--- config.mk ---
export PLATFORM = sky130hd
export DESIGN_NAME = debug_ram_arbiter
export DESIGN_NICKNAME = d
export VERILOG_FILES = /design/src/rtl/debug_ram_pkg.sv /design/src/rtl/debug_ram_arbiter_starve_counter.sv /design/src/rtl/debug_ram_arbiter.sv
export SDC_FILE = /design/constraint.sdc
export NUM_CORES = 1
export LEC_CHECK = 0
export ABC_AREA = 1
export BUFFER_PORTS_ARGS = -buffer_cell sky130_fd_sc_hd__buf_4
export CAP_MARGIN = 20
export CORE_MARGIN = 2
export CORE_UTILIZATION = 47
export CTS_CLUSTER_DIAMETER = 200
export DETAILED_ROUTE_END_ITERATION = 6
export HOLD_SLACK_MARGIN = 0.06
export PLACE_DENSITY = 0.84
export SYNTH_ARGS = -nofsm -noshare
export SYNTH_HDL_FRONTEND = slang
export SYNTH_SLANG_ARGS = --single-unit
--- constraint.sdc ---
create_clock -name clk -period 1.9 [get_ports clk]
set_input_delay 0.095 -clock clk [delete_from_list [all_inputs] [get_ports clk]]
set_output_delay 0.095 -clock clk [all_outputs]
set_load 0.05 [all_outputs]
--- src/rtl/debug_ram_pkg.sv ---
// rtl/debug_ram_pkg.sv - shared widths, arbiter state encoding and helpers
package debug_ram_pkg;

    localparam int DEF_ADDR_W = 10;
    localparam int DEF_DATA_W = 8;

    typedef enum logic [1:0] {
        EMPTY   = 2'd0,
        PENDING = 2'd1,
        RDWAIT  = 2'd2
    } arb_state_t;

    function automatic logic [15:0] sat_inc16(input logic [15:0] v);
        return (v == 16'hFFFF) ? v : v + 16'd1;
    endfunction

endpackage

--- src/rtl/debug_ram_arbiter_starve_counter.sv ---
// rtl/debug_ram_arbiter_starve_counter.sv - saturating counter with clear and sticky limit flag
module starve_counter #(
    parameter int CNT_W = 13,
    parameter int LIMIT = 4096
) (
    input  logic             clk,
    input  logic             rst_n,
    input  logic             clr,
    input  logic             inc,
    output logic [CNT_W-1:0] count,
    output logic             flag
);

    localparam logic [CNT_W-1:0] LIM = CNT_W'(LIMIT);

    logic [CNT_W-1:0] count_nxt;

    always_comb begin
        count_nxt = count;
        if (clr) begin
            count_nxt = '0;
        end else if (inc && (count != LIM)) begin
            count_nxt = count + 1'b1;
        end
    end

    // The flag only ever sets; a clear of the count leaves it alone.
    always_ff @(posedge clk) begin
        if (!rst_n) begin
            count <= '0;
            flag  <= 1'b0;
        end else begin
            count <= count_nxt;
            if (count_nxt == LIM) begin
                flag <= 1'b1;
            end
        end
    end

endmodule

--- src/rtl/debug_ram_arbiter.sv ---
// rtl/debug_ram_arbiter.sv - display-priority arbiter for the debug RAM; optional stats via DEBUG_RAM_ARB_STATS_EN
module debug_ram_arbiter
    import debug_ram_pkg::*;
#(
    parameter int ADDR_W       = DEF_ADDR_W,
    parameter int DATA_W       = DEF_DATA_W,
    parameter int STARVE_LIMIT = 4096
) (
    input  logic              clk,
    input  logic              rst_n,
    input  logic              disp_req,
    input  logic [ADDR_W-1:0] disp_addr,
    output logic [DATA_W-1:0] disp_rdata,
    input  logic              host_valid,
    output logic              host_ready,
    input  logic              host_we,
    input  logic [ADDR_W-1:0] host_addr,
    input  logic [DATA_W-1:0] host_wdata,
    output logic              host_rvalid,
    output logic [DATA_W-1:0] host_rdata,
    output logic              host_starved,
    output logic [ADDR_W-1:0] ram_addr,
    output logic              ram_we,
    output logic [DATA_W-1:0] ram_wdata,
    input  logic [DATA_W-1:0] ram_rdata
`ifdef DEBUG_RAM_ARB_STATS_EN
    ,
    output logic [15:0]       stat_host_wr,
    output logic [15:0]       stat_host_rd,
    output logic [15:0]       stat_max_wait
`endif
);

    localparam int CNT_W = $clog2(STARVE_LIMIT + 1);

    arb_state_t        state;
    logic              hold_we;
    logic [ADDR_W-1:0] hold_addr;
    logic [DATA_W-1:0] hold_wdata;
    logic              accept;
    logic              issue;
    logic [CNT_W-1:0]  unused_starve_cnt;

    assign host_ready = (state == EMPTY);
    assign accept     = host_ready && host_valid;
    // Gating with rst_n keeps a request caught mid-reset from reaching the RAM.
    assign issue      = rst_n && (state == PENDING) && !disp_req;
    assign disp_rdata = ram_rdata;

    always_comb begin
        ram_addr  = disp_addr;
        ram_we    = 1'b0;
        ram_wdata = hold_wdata;
        if (issue) begin
            ram_addr = hold_addr;
            ram_we   = hold_we;
        end
    end

    always_ff @(posedge clk) begin
        if (!rst_n) begin
            state       <= EMPTY;
            hold_we     <= 1'b0;
            hold_addr   <= '0;
            hold_wdata  <= '0;
            host_rvalid <= 1'b0;
            host_rdata  <= '0;
        end else begin
            host_rvalid <= 1'b0;
            case (state)
                EMPTY: begin
                    if (host_valid) begin
                        hold_we    <= host_we;
                        hold_addr  <= host_addr;
                        hold_wdata <= host_wdata;
                        state      <= PENDING;
                    end
                end
                PENDING: begin
                    if (!disp_req) begin
                        state <= hold_we ? EMPTY : RDWAIT;
                    end
                end
                RDWAIT: begin
                    // ram_rdata belongs to last cycle's host address even if the display reads now.
                    host_rdata  <= ram_rdata;
                    host_rvalid <= 1'b1;
                    state       <= EMPTY;
                end
                default: state <= EMPTY;
            endcase
        end
    end

    starve_counter #(
        .CNT_W (CNT_W),
        .LIMIT (STARVE_LIMIT)
    ) u_starve (
        .clk   (clk),
        .rst_n (rst_n),
        .clr   (issue),
        .inc   ((state == PENDING) && disp_req),
        .count (unused_starve_cnt),
        .flag  (host_starved)
    );

`ifdef DEBUG_RAM_ARB_STATS_EN
    logic [15:0] wait_cnt;
    logic [15:0] wait_total;
    logic        unused_wait_flag;

    starve_counter #(
        .CNT_W (16),
        .LIMIT (65535)
    ) u_wait (
        .clk   (clk),
        .rst_n (rst_n),
        .clr   (accept),
        .inc   (state == PENDING),
        .count (wait_cnt),
        .flag  (unused_wait_flag)
    );

    // Count includes the issue cycle itself.
    assign wait_total = sat_inc16(wait_cnt);

    always_ff @(posedge clk) begin
        if (!rst_n) begin
            stat_host_wr  <= '0;
            stat_host_rd  <= '0;
            stat_max_wait <= '0;
        end else if (issue) begin
            if (hold_we) begin
                stat_host_wr <= sat_inc16(stat_host_wr);
            end else begin
                stat_host_rd <= sat_inc16(stat_host_rd);
            end
            if (wait_total > stat_max_wait) begin
                stat_max_wait <= wait_total;
            end
        end
    end
`endif

endmodule

==> results of run 1 <==
[stage by stage]
step / total power, mW / instances / utilization (%)
after CTS: 2.29 / 489 / 69.3
after global routing: 2.38 / 489 / 69.6
after global placement: 1.53 / 464 / 62.9
final: 2.29 / 489 / 69.6
after floorplan: 1.37 / 347 / -
after detailed placement: 1.54 / 464 / 62.9
[registers in the layout (all words and copies together) (netlist names)]
signal          count
host_rdata          8
ram_wdata           8
u_starve.flag       1
host_rvalid         1
hold_addr          10
u_starve.count     13
hold_we             1
state               2
[critical path, stage by stage (launching register included)]
cell and delay [ps]:
sky130_fd_sc_hd__dfxtp_1 390, sky130_fd_sc_hd__nand2_1 90, sky130_fd_sc_hd__nor3_2 170, sky130_fd_sc_hd__inv_2 180
sky130_fd_sc_hd__buf_4 210, sky130_fd_sc_hd__nand2_1 60, sky130_fd_sc_hd__nand2_1 50, sky130_fd_sc_hd__buf_4 190
[placed cells by master (no fill, tap or decap)]
master / netlist / routed
sky130_fd_sc_hd__dfxtp_1: 44 / 41
sky130_fd_sc_hd__nand3_1: 23 / 23
sky130_fd_sc_hd__clkbuf_8: 0 / 5
sky130_fd_sc_hd__a21oi_2: 1 / 1
sky130_fd_sc_hd__nand2_2: 1 / 1
sky130_fd_sc_hd__nand2_4: 0 / 1
sky130_fd_sc_hd__nor3_1: 1 / 1
sky130_fd_sc_hd__xnor2_1: 1 / 1
sky130_fd_sc_hd__inv_2: 2 / 4
sky130_fd_sc_hd__nor2_2: 1 / 1
sky130_fd_sc_hd__inv_6: 0 / 1
sky130_fd_sc_hd__buf_4: 9 / 86
sky130_fd_sc_hd__clkinv_1: 2 / 2
sky130_fd_sc_hd__a21oi_1: 2 / 2
sky130_fd_sc_hd__nand3b_1: 1 / 1
sky130_fd_sc_hd__ha_2: 0 / 1
sky130_fd_sc_hd__o21ai_0: 27 / 27
sky130_fd_sc_hd__clkinvlp_4: 0 / 1
sky130_fd_sc_hd__nor2_4: 1 / 1
sky130_fd_sc_hd__nand2_1: 98 / 97
sky130_fd_sc_hd__nor3_2: 2 / 2
sky130_fd_sc_hd__nand4_1: 4 / 4
sky130_fd_sc_hd__xor2_1: 2 / 2
sky130_fd_sc_hd__nor2_1: 88 / 88
sky130_fd_sc_hd__bufinv_16: 0 / 1
sky130_fd_sc_hd__inv_1: 22 / 20
sky130_fd_sc_hd__dlygate4sd3_1: 0 / 17
sky130_fd_sc_hd__dfxtp_2: 0 / 3
sky130_fd_sc_hd__o21ai_1: 1 / 1
sky130_fd_sc_hd__ha_1: 2 / 1
[worst max-delay path by stage]
| stage | startpoint | endpoint |
|---|---|---|
| floorplan | state[0] | ram_wdata[7] |
| global placement | u_starve.count[1] | u_starve.flag |
| detailed placement | u_starve.count[0] | u_starve.flag |
| CTS | u_starve.count[0] | u_starve.flag |
| global route | u_starve.count[0] | u_starve.flag |
| finish | state[0] | ram_addr[1] |
[routing by layer]
layer	part of all wire, %	up-vias	global-route usage, %
met4	1.5	0	7.41
met1	42	1104	30.3
met3	5.8	10	5.66
met5	0	-	0
met2	51	69	41.2
li1	-	1247	-
[what timing repair did]
action,4_1_cts,5_1_grt
hold buffers,17,0
resized for setup,0,8
endpoints found under the setup margin,0,1
hold endpoints to repair,17,0
[power groups by stage]
stage          registers [mW]  clock network, mW  logic (mW)
3_5_place_dp             1.03                  0       0.511
3_3_place_gp             1.02                  0       0.503
4_1_cts                  1.01              0.738       0.542
5_1_grt                  1.01              0.779       0.588
6_report                 1.01              0.733       0.549
2_1_floorplan            1.10                  0       0.268
[cell type report]
cell class	count	area share, %
Tap cell	52	2.10
Clock buffer	5	2.22
Clock inverter	3	1.50
Timing Repair Buffer	103	26.4
Multi-Input combinational cell	256	36.0
Inverter	26	3.16
Sequential cell	44	28.6
[kinds of logic (layout without fill, tap and decap cells)]
kind of cell    count (synthesis)  after routing  synth area share [%]
compound gates                 31             31                  7.17
simple gates                  220            220                  40.3
buf+inv                        47            137                  10.4
flops                          44             44                  39.7
xor+xnor                        3              3                  1.19
fa+ha+maj                       2              2                  1.13
==> results.rst, run 1 <==
.. list-table::
   :header-rows: 1

   * - Metric
     - Value
   * - Slew Viols, Final
     - 0
   * - Share of the synthesized area in the top cell type
     - 39.7%
   * - Cell count after synthesis
     - 347
   * - Die boundary height
     - 72.7 um
   * - Register clock-pin slew on the reported worst setup and hold paths
     - 90 ps
   * - Net switching share of the total power
     - 31.2%
   * - Share of power burned in combinational logic
     - 24.0%
   * - Average instance area after synthesis
     - 6.39 um2
   * - Fmax
     - 0.574 GHz
   * - Most used standard cells in the synthesized netlist
     - 98 x sky130_fd_sc_hd__nand2_1, 88 x sky130_fd_sc_hd__nor2_1, 44 x sky130_fd_sc_hd__dfxtp_1
   * - Layout Cell Area excl Fill
     - 3090 um2
   * - Dominant cells by area after synthesis
     - sky130_fd_sc_hd__dfxtp_1 40%, sky130_fd_sc_hd__nand2_1 17%, sky130_fd_sc_hd__nor2_1 15%
   * - Master cell of the clock root buffer
     - sky130_fd_sc_hd__clkbuf_8
   * - Maximum number of pins on one net before global-route repair
     - 29
   * - Fraction of the cycle the final worst path needs
     - 91.6%
   * - Via count of the first global-routing pass
     - 2,343
   * - Effective utilization at floorplan
     - 49.9%
   * - Minimum clock period
     - 1740 ps
   * - Post-Synthesis Net Count
     - 390
   * - Total negative slack for setup checks
     - 0 ps
   * - Endpoint of the worst hold path
     - ram_wdata[3]
   * - Worst slack at placement
     - 151 ps
   * - Crit. End Element
     - primary output
   * - Worst hold-check path type
     - primary input to flip-flop
   * - Detailed Route WL
     - 6050 um
   * - Num CTS Buffers
     - 5
   * - CTS tree
     - yes
   * - Setup repair after global routing missed its margin
     - false
   * - Start point of the worst min-delay path
     - host_wdata[3]
   * - Clock Skews
     - 10.2 ps
   * - GRT Residual Overflow
     - 0
   * - Via density per instance
     - 4.97
   * - Netlist area before placement
     - 2220 um2
   * - Final RePlAce weighted congestion
     - 0.905
   * - Top fanout value on the critical path
     - 17
   * - Sort of element at the start of the critical path
     - flip-flop
   * - Net switching component of the power
     - 0.714 mW
   * - Total power density per cell area
     - 740 nW/um2
   * - Synth Warn #
     - 0
   * - Total number of nets in the final design
     - 479
   * - First-pass GRT wire length
     - 10,200 um
   * - Part of the power in the clock network
     - 32.0%
   * - Number of max-capacitance violations reported
     - 0
   * - Boundary Pins
     - 79
   * - Placed cell area
     - 2790 um2
   * - Postcts setup bufs
     - 0
   * - Number of iterations in the first detailed-routing pass
     - 4
   * - Arrival time at the worst endpoint
     - 1650 ps
   * - Worst skew pair latency
     - 300 ps
   * - Synthesis-to-layout area growth
     - 39.5%
   * - Fraction of the yosys area taken by sequential cells
     - 39.7%
   * - Number of endpoints failing setup at the final stage
     - 0
   * - Smallest hold slack
     - 70.1 ps
   * - Number of enable-type register cells in the synthesized netlist
     - 0
   * - Main flop type after synthesis
     - sky130_fd_sc_hd__dfxtp_1
   * - Peak VDD IR
     - 0.000684 V
   * - Worst r2r dst
     - u_starve.flag
   * - Kind of critical path
     - flip-flop to primary output
   * - Final routed wire length divided by cell count
     - 12.4 um
   * - Area of the die
     - 5280 um2
   * - Placeable Area
     - 4440 um2
   * - HPWL after DPL
     - 4390 um
   * - R2r startpoint
     - u_starve.count[1]
   * - Number of synthesized register bits
     - 44
   * - Number of buffers added on ports
     - 78
   * - Antenna diode count
     - 0
   * - Total area of multi-input combinational cells
     - 1110 um2
   * - Hold Fails Final Rpt
     - 0
   * - Overall Global Routing Usage
     - 24.2%
   * - DRT iter0 DRCs
     - 184
   * - Die X
     - 72.7 um
   * - Top cell type by total area after synthesis
     - sky130_fd_sc_hd__dfxtp_1
   * - Number of core rows
     - 24
   * - Most frequent cell after synthesis
     - sky130_fd_sc_hd__nand2_1
   * - Proportion of synthesized flip-flops having asynchronous set or reset
     - 0%
   * - Filler cell count
     - 361
   * - Fraction of final layout cells sized beyond drive strength 1
     - 24.9%
   * - Count of cells along the worst hold path
     - 3
   * - Clock Tree Buf Depth
     - 2
   * - Count of antenna-violating nets left after detailed routing
     - 0
   * - Proportion of power drawn by flip-flops and latches
     - 44.0%
   * - Via Count
     - 2,430
   * - Number of antenna violations at the first check in global routing
     - 0
   * - H-tree depth reported by CTS
     - 2
   * - Number of remaining DRC errors
     - 0
   * - Status
     - finished, final reports clean
   * - Setup WS post-layout
     - 159 ps
   * - Worst reg2reg path depth
     - 15
   * - Internal Pwr Total
     - 1.57 mW
   * - WP data required
     - 1800 ps
   * - Leakage power
     - 1.52 nW
   * - Worst slew margin relative to its limit
     - 64.9%
   * - Register-to-register setup slack
     - 190 ps
   * - Sequential cell area in the final layout
     - 885 um2
   * - Count of cell types in the netlist
     - 26
   * - Tightest Pin Transition
     - 523 ps
   * - Clock Sinks
     - 44
Note: power is estimated with default switching activity, not from simulation.
==> inputs of run 2 (changes only) <==
Clock period 1.9 ns to 1.7 ns, I/O delays scaled along.
==> results.rst, run 2 (synthesized netlist as in run 1, its figures left out) <==
.. list-table::
   :header-rows: 1

   * - Metric
     - Value
   * - Arrival time at the worst endpoint
     - 2000 ps
   * - Layout Cell Area excl Fill
     - 3430 um2
   * - Clock Tree Buf Depth
     - 2
   * - Number of iterations in the first detailed-routing pass
     - 4
   * - Peak VDD IR
     - 0.000652 V
   * - Overall Global Routing Usage
     - 24.7%
   * - Final RePlAce weighted congestion
     - 0.935
   * - Number of remaining DRC errors
     - 0
   * - Tightest Pin Transition
     - 501 ps
   * - Register clock-pin slew on the reported worst setup and hold paths
     - 90 ps
   * - Synthesis-to-layout area growth
     - 54.5%
   * - Largest registers
     - u_starve.count x13, hold_addr x10
   * - CTS tree
     - yes
   * - Via Count
     - 2,613
   * - Area of the die
     - 5280 um2
   * - Endpoint of the worst hold path
     - hold_addr[0]
   * - Worst reg2reg path depth
     - 14
   * - Top cell family by delay on the critical path
     - simple AND/OR/NAND/NOR gates
   * - Final routed wire length divided by cell count
     - 13.7 um
   * - Worst path max stage delay
     - 370 ps
   * - Total number of nets in the final design
     - 502
   * - Register-to-register setup slack
     - -60 ps
   * - Slew Viols, Final
     - 0
   * - Antenna diode count
     - 0
   * - Die boundary height
     - 72.7 um
   * - Detailed Route WL
     - 7020 um
   * - Clock Skews
     - 11.3 ps
   * - Minimum clock period
     - 1760 ps
   * - Failing checks
     - negative setup slack
   * - Worst slew margin relative to its limit
     - 66.4%
   * - Smallest hold slack
     - 66.5 ps
   * - Flip-flop count of the largest register after layout
     - 13
   * - Highest-count cells in the layout ignoring fill and taps
     - 96 x sky130_fd_sc_hd__buf_4, 88 x sky130_fd_sc_hd__nand2_1, 81 x sky130_fd_sc_hd__nor2_1
   * - Most common cell after layout, fill and taps aside
     - sky130_fd_sc_hd__buf_4
   * - Net switching component of the power
     - 0.800 mW
   * - WP data required
     - 1940 ps
   * - H-tree depth reported by CTS
     - 2
   * - Via count of the first global-routing pass
     - 2,396
   * - Fmax
     - 0.567 GHz
   * - Master cell of the clock root buffer
     - sky130_fd_sc_hd__clkbuf_8
   * - Maximum number of pins on one net before global-route repair
     - 28
   * - Worst r2r dst
     - u_starve.flag
   * - Number of antenna violations at the first check in global routing
     - 0
   * - Setup repair after global routing missed its margin
     - true
   * - Number of endpoints failing setup at the final stage
     - 1
   * - Start point of the worst min-delay path
     - host_addr[0]
   * - First-pass GRT wire length
     - 10,400 um
   * - Net switching share of the total power
     - 30.9%
   * - HPWL after DPL
     - 4320 um
   * - Hold Fails Final Rpt
     - 0
   * - Setup WS post-layout
     - -62.9 ps
   * - Largest register by flop count
     - u_starve.count
   * - Number of buffers added on ports
     - 78
   * - Total power density per cell area
     - 755 nW/um2
   * - Effective utilization at floorplan
     - 49.9%
   * - Kind of critical path
     - flip-flop to flip-flop
   * - Worst skew pair latency
     - 290 ps
   * - Die X
     - 72.7 um
   * - Count of cells along the worst hold path
     - 3
   * - Crit-path cells
     - inv_2, ha_4, nand3_2, nor2_2, nand2_2, buf_6, nand3_1, nand3_2, nand2_1, nor2_1, nand2_1, nor2_1, nand2_1, a21oi_2
   * - Worst hold-check path type
     - primary input to flip-flop
   * - Proportion of power drawn by flip-flops and latches
     - 43.5%
   * - Fraction of the cycle the final worst path needs
     - 104%
   * - Status
     - complete, but fails checks
   * - Count of antenna-violating nets left after detailed routing
     - 0
   * - Via density per instance
     - 5.10
   * - Most prevalent standard cell on the critical path
     - sky130_fd_sc_hd__nand2_1
   * - Share of power burned in combinational logic
     - 26.3%
   * - DRT iter0 DRCs
     - 202
   * - Fraction of final layout cells sized beyond drive strength 1
     - 35.0%
   * - Boundary Pins
     - 79
   * - Part of the power in the clock network
     - 30.2%
   * - Slowest CP cell
     - sky130_fd_sc_hd__dfxtp_2
   * - GRT Residual Overflow
     - 0
   * - Clock Sinks
     - 44
   * - Crit. End Element
     - flip-flop
   * - Placed cell area
     - 2850 um2
   * - R2r startpoint
     - u_starve.count[0]
   * - Internal Pwr Total
     - 1.79 mW
   * - Number of core rows
     - 24
   * - Top fanout value on the critical path
     - 5
   * - Num CTS Buffers
     - 5
   * - Leakage power
     - 1.66 nW
   * - Sort of element at the start of the critical path
     - flip-flop
   * - Number of max-capacitance violations reported
     - 0
   * - Placeable Area
     - 4440 um2
   * - Number of buffers and inverters on the critical path
     - 2
-- run 2: cell count changes in the layout (fill, tap and decap cells not counted), moves of 9 or more --
cell                      previous run  this run
sky130_fd_sc_hd__buf_4              86        96
sky130_fd_sc_hd__nand3_2             0         9
sky130_fd_sc_hd__nand2_1            97        88
sky130_fd_sc_hd__nand2_2             1        10
sky130_fd_sc_hd__nand3_1            23        14
-- run 2: area by class of cell --
| cell class | instances | area, um2 |
|---|---|---|
| multi-input cells | 257 | 1230 |
| repair buffers | 125 | 1020 |
| fillers | 296 | 1020 |
| flip-flops and latches | 44 | 892 |
| inverters | 26 | 108 |
| clock buffers | 6 | 72.6 |
| well taps | 52 | 65.1 |
| clock inverters | 2 | 35.0 |
-- run 2: repair_timing --
item | in CTS | in global routing
hold buffers | 22 | 0
buffers inserted | 0 | 9
gates resized for setup | 6 | 52
setup endpoints to repair | 11 | 11
pin swaps | 0 | 15
cloned | 0 | 2
hold endpoints to repair | 22 | 0
-- run 2: worst max-delay path by stage --
stage                           start            end  slack [ps]  cells past startpoint
floorplan                    state[0]   ram_wdata[7]          90                      6
global placement    u_starve.count[0]  u_starve.flag          30                     13
detailed placement  u_starve.count[0]  u_starve.flag         -70                     12
CTS                 u_starve.count[0]  u_starve.flag         -20                     12
global route        u_starve.count[0]  u_starve.flag        -200                     14
finish              u_starve.count[0]  u_starve.flag         -60                     14
-- run 2: per-stage QoR --
stage	setup TNS [ps]	setup slack, ps	util (%)	std cells	power (mW)
after detailed placement	-67.2	-67.2	64.2	471	1.72
after global routing	-224	-196	77.1	512	2.70
after global placement	0	25.5	64.2	471	1.71
final	-62.9	-62.9	77.1	512	2.59
after floorplan	0	92.2	-	347	1.53
after CTS	-16.0	-16.0	72.0	501	2.54
-- run 2: routing by layer --
layer / vias up / share of wire [%] / global-route usage, %
met1: 1211 / 38 / 29.2
met4: 0 / 1.8 / 8.44
li1: 1297 / - / -
met2: 88 / 54 / 43.9
met3: 17 / 6.3 / 5.52
met5: - / 0 / 0
-- run 2: power by group through the flow --
stage	combinational [mW]	sequential, mW	clock [mW]
finish	0.680	1.13	0.781
global route	0.724	1.13	0.841
CTS	0.624	1.12	0.795
detailed placement	0.577	1.15	0
global placement	0.570	1.14	0
floorplan	0.301	1.23	0
-- run 2: tightest hold or removal path, cell delays in order --
cell and delay (ps):
sky130_fd_sc_hd__buf_4 80, sky130_fd_sc_hd__o21ai_0 70, sky130_fd_sc_hd__nor2_1 90
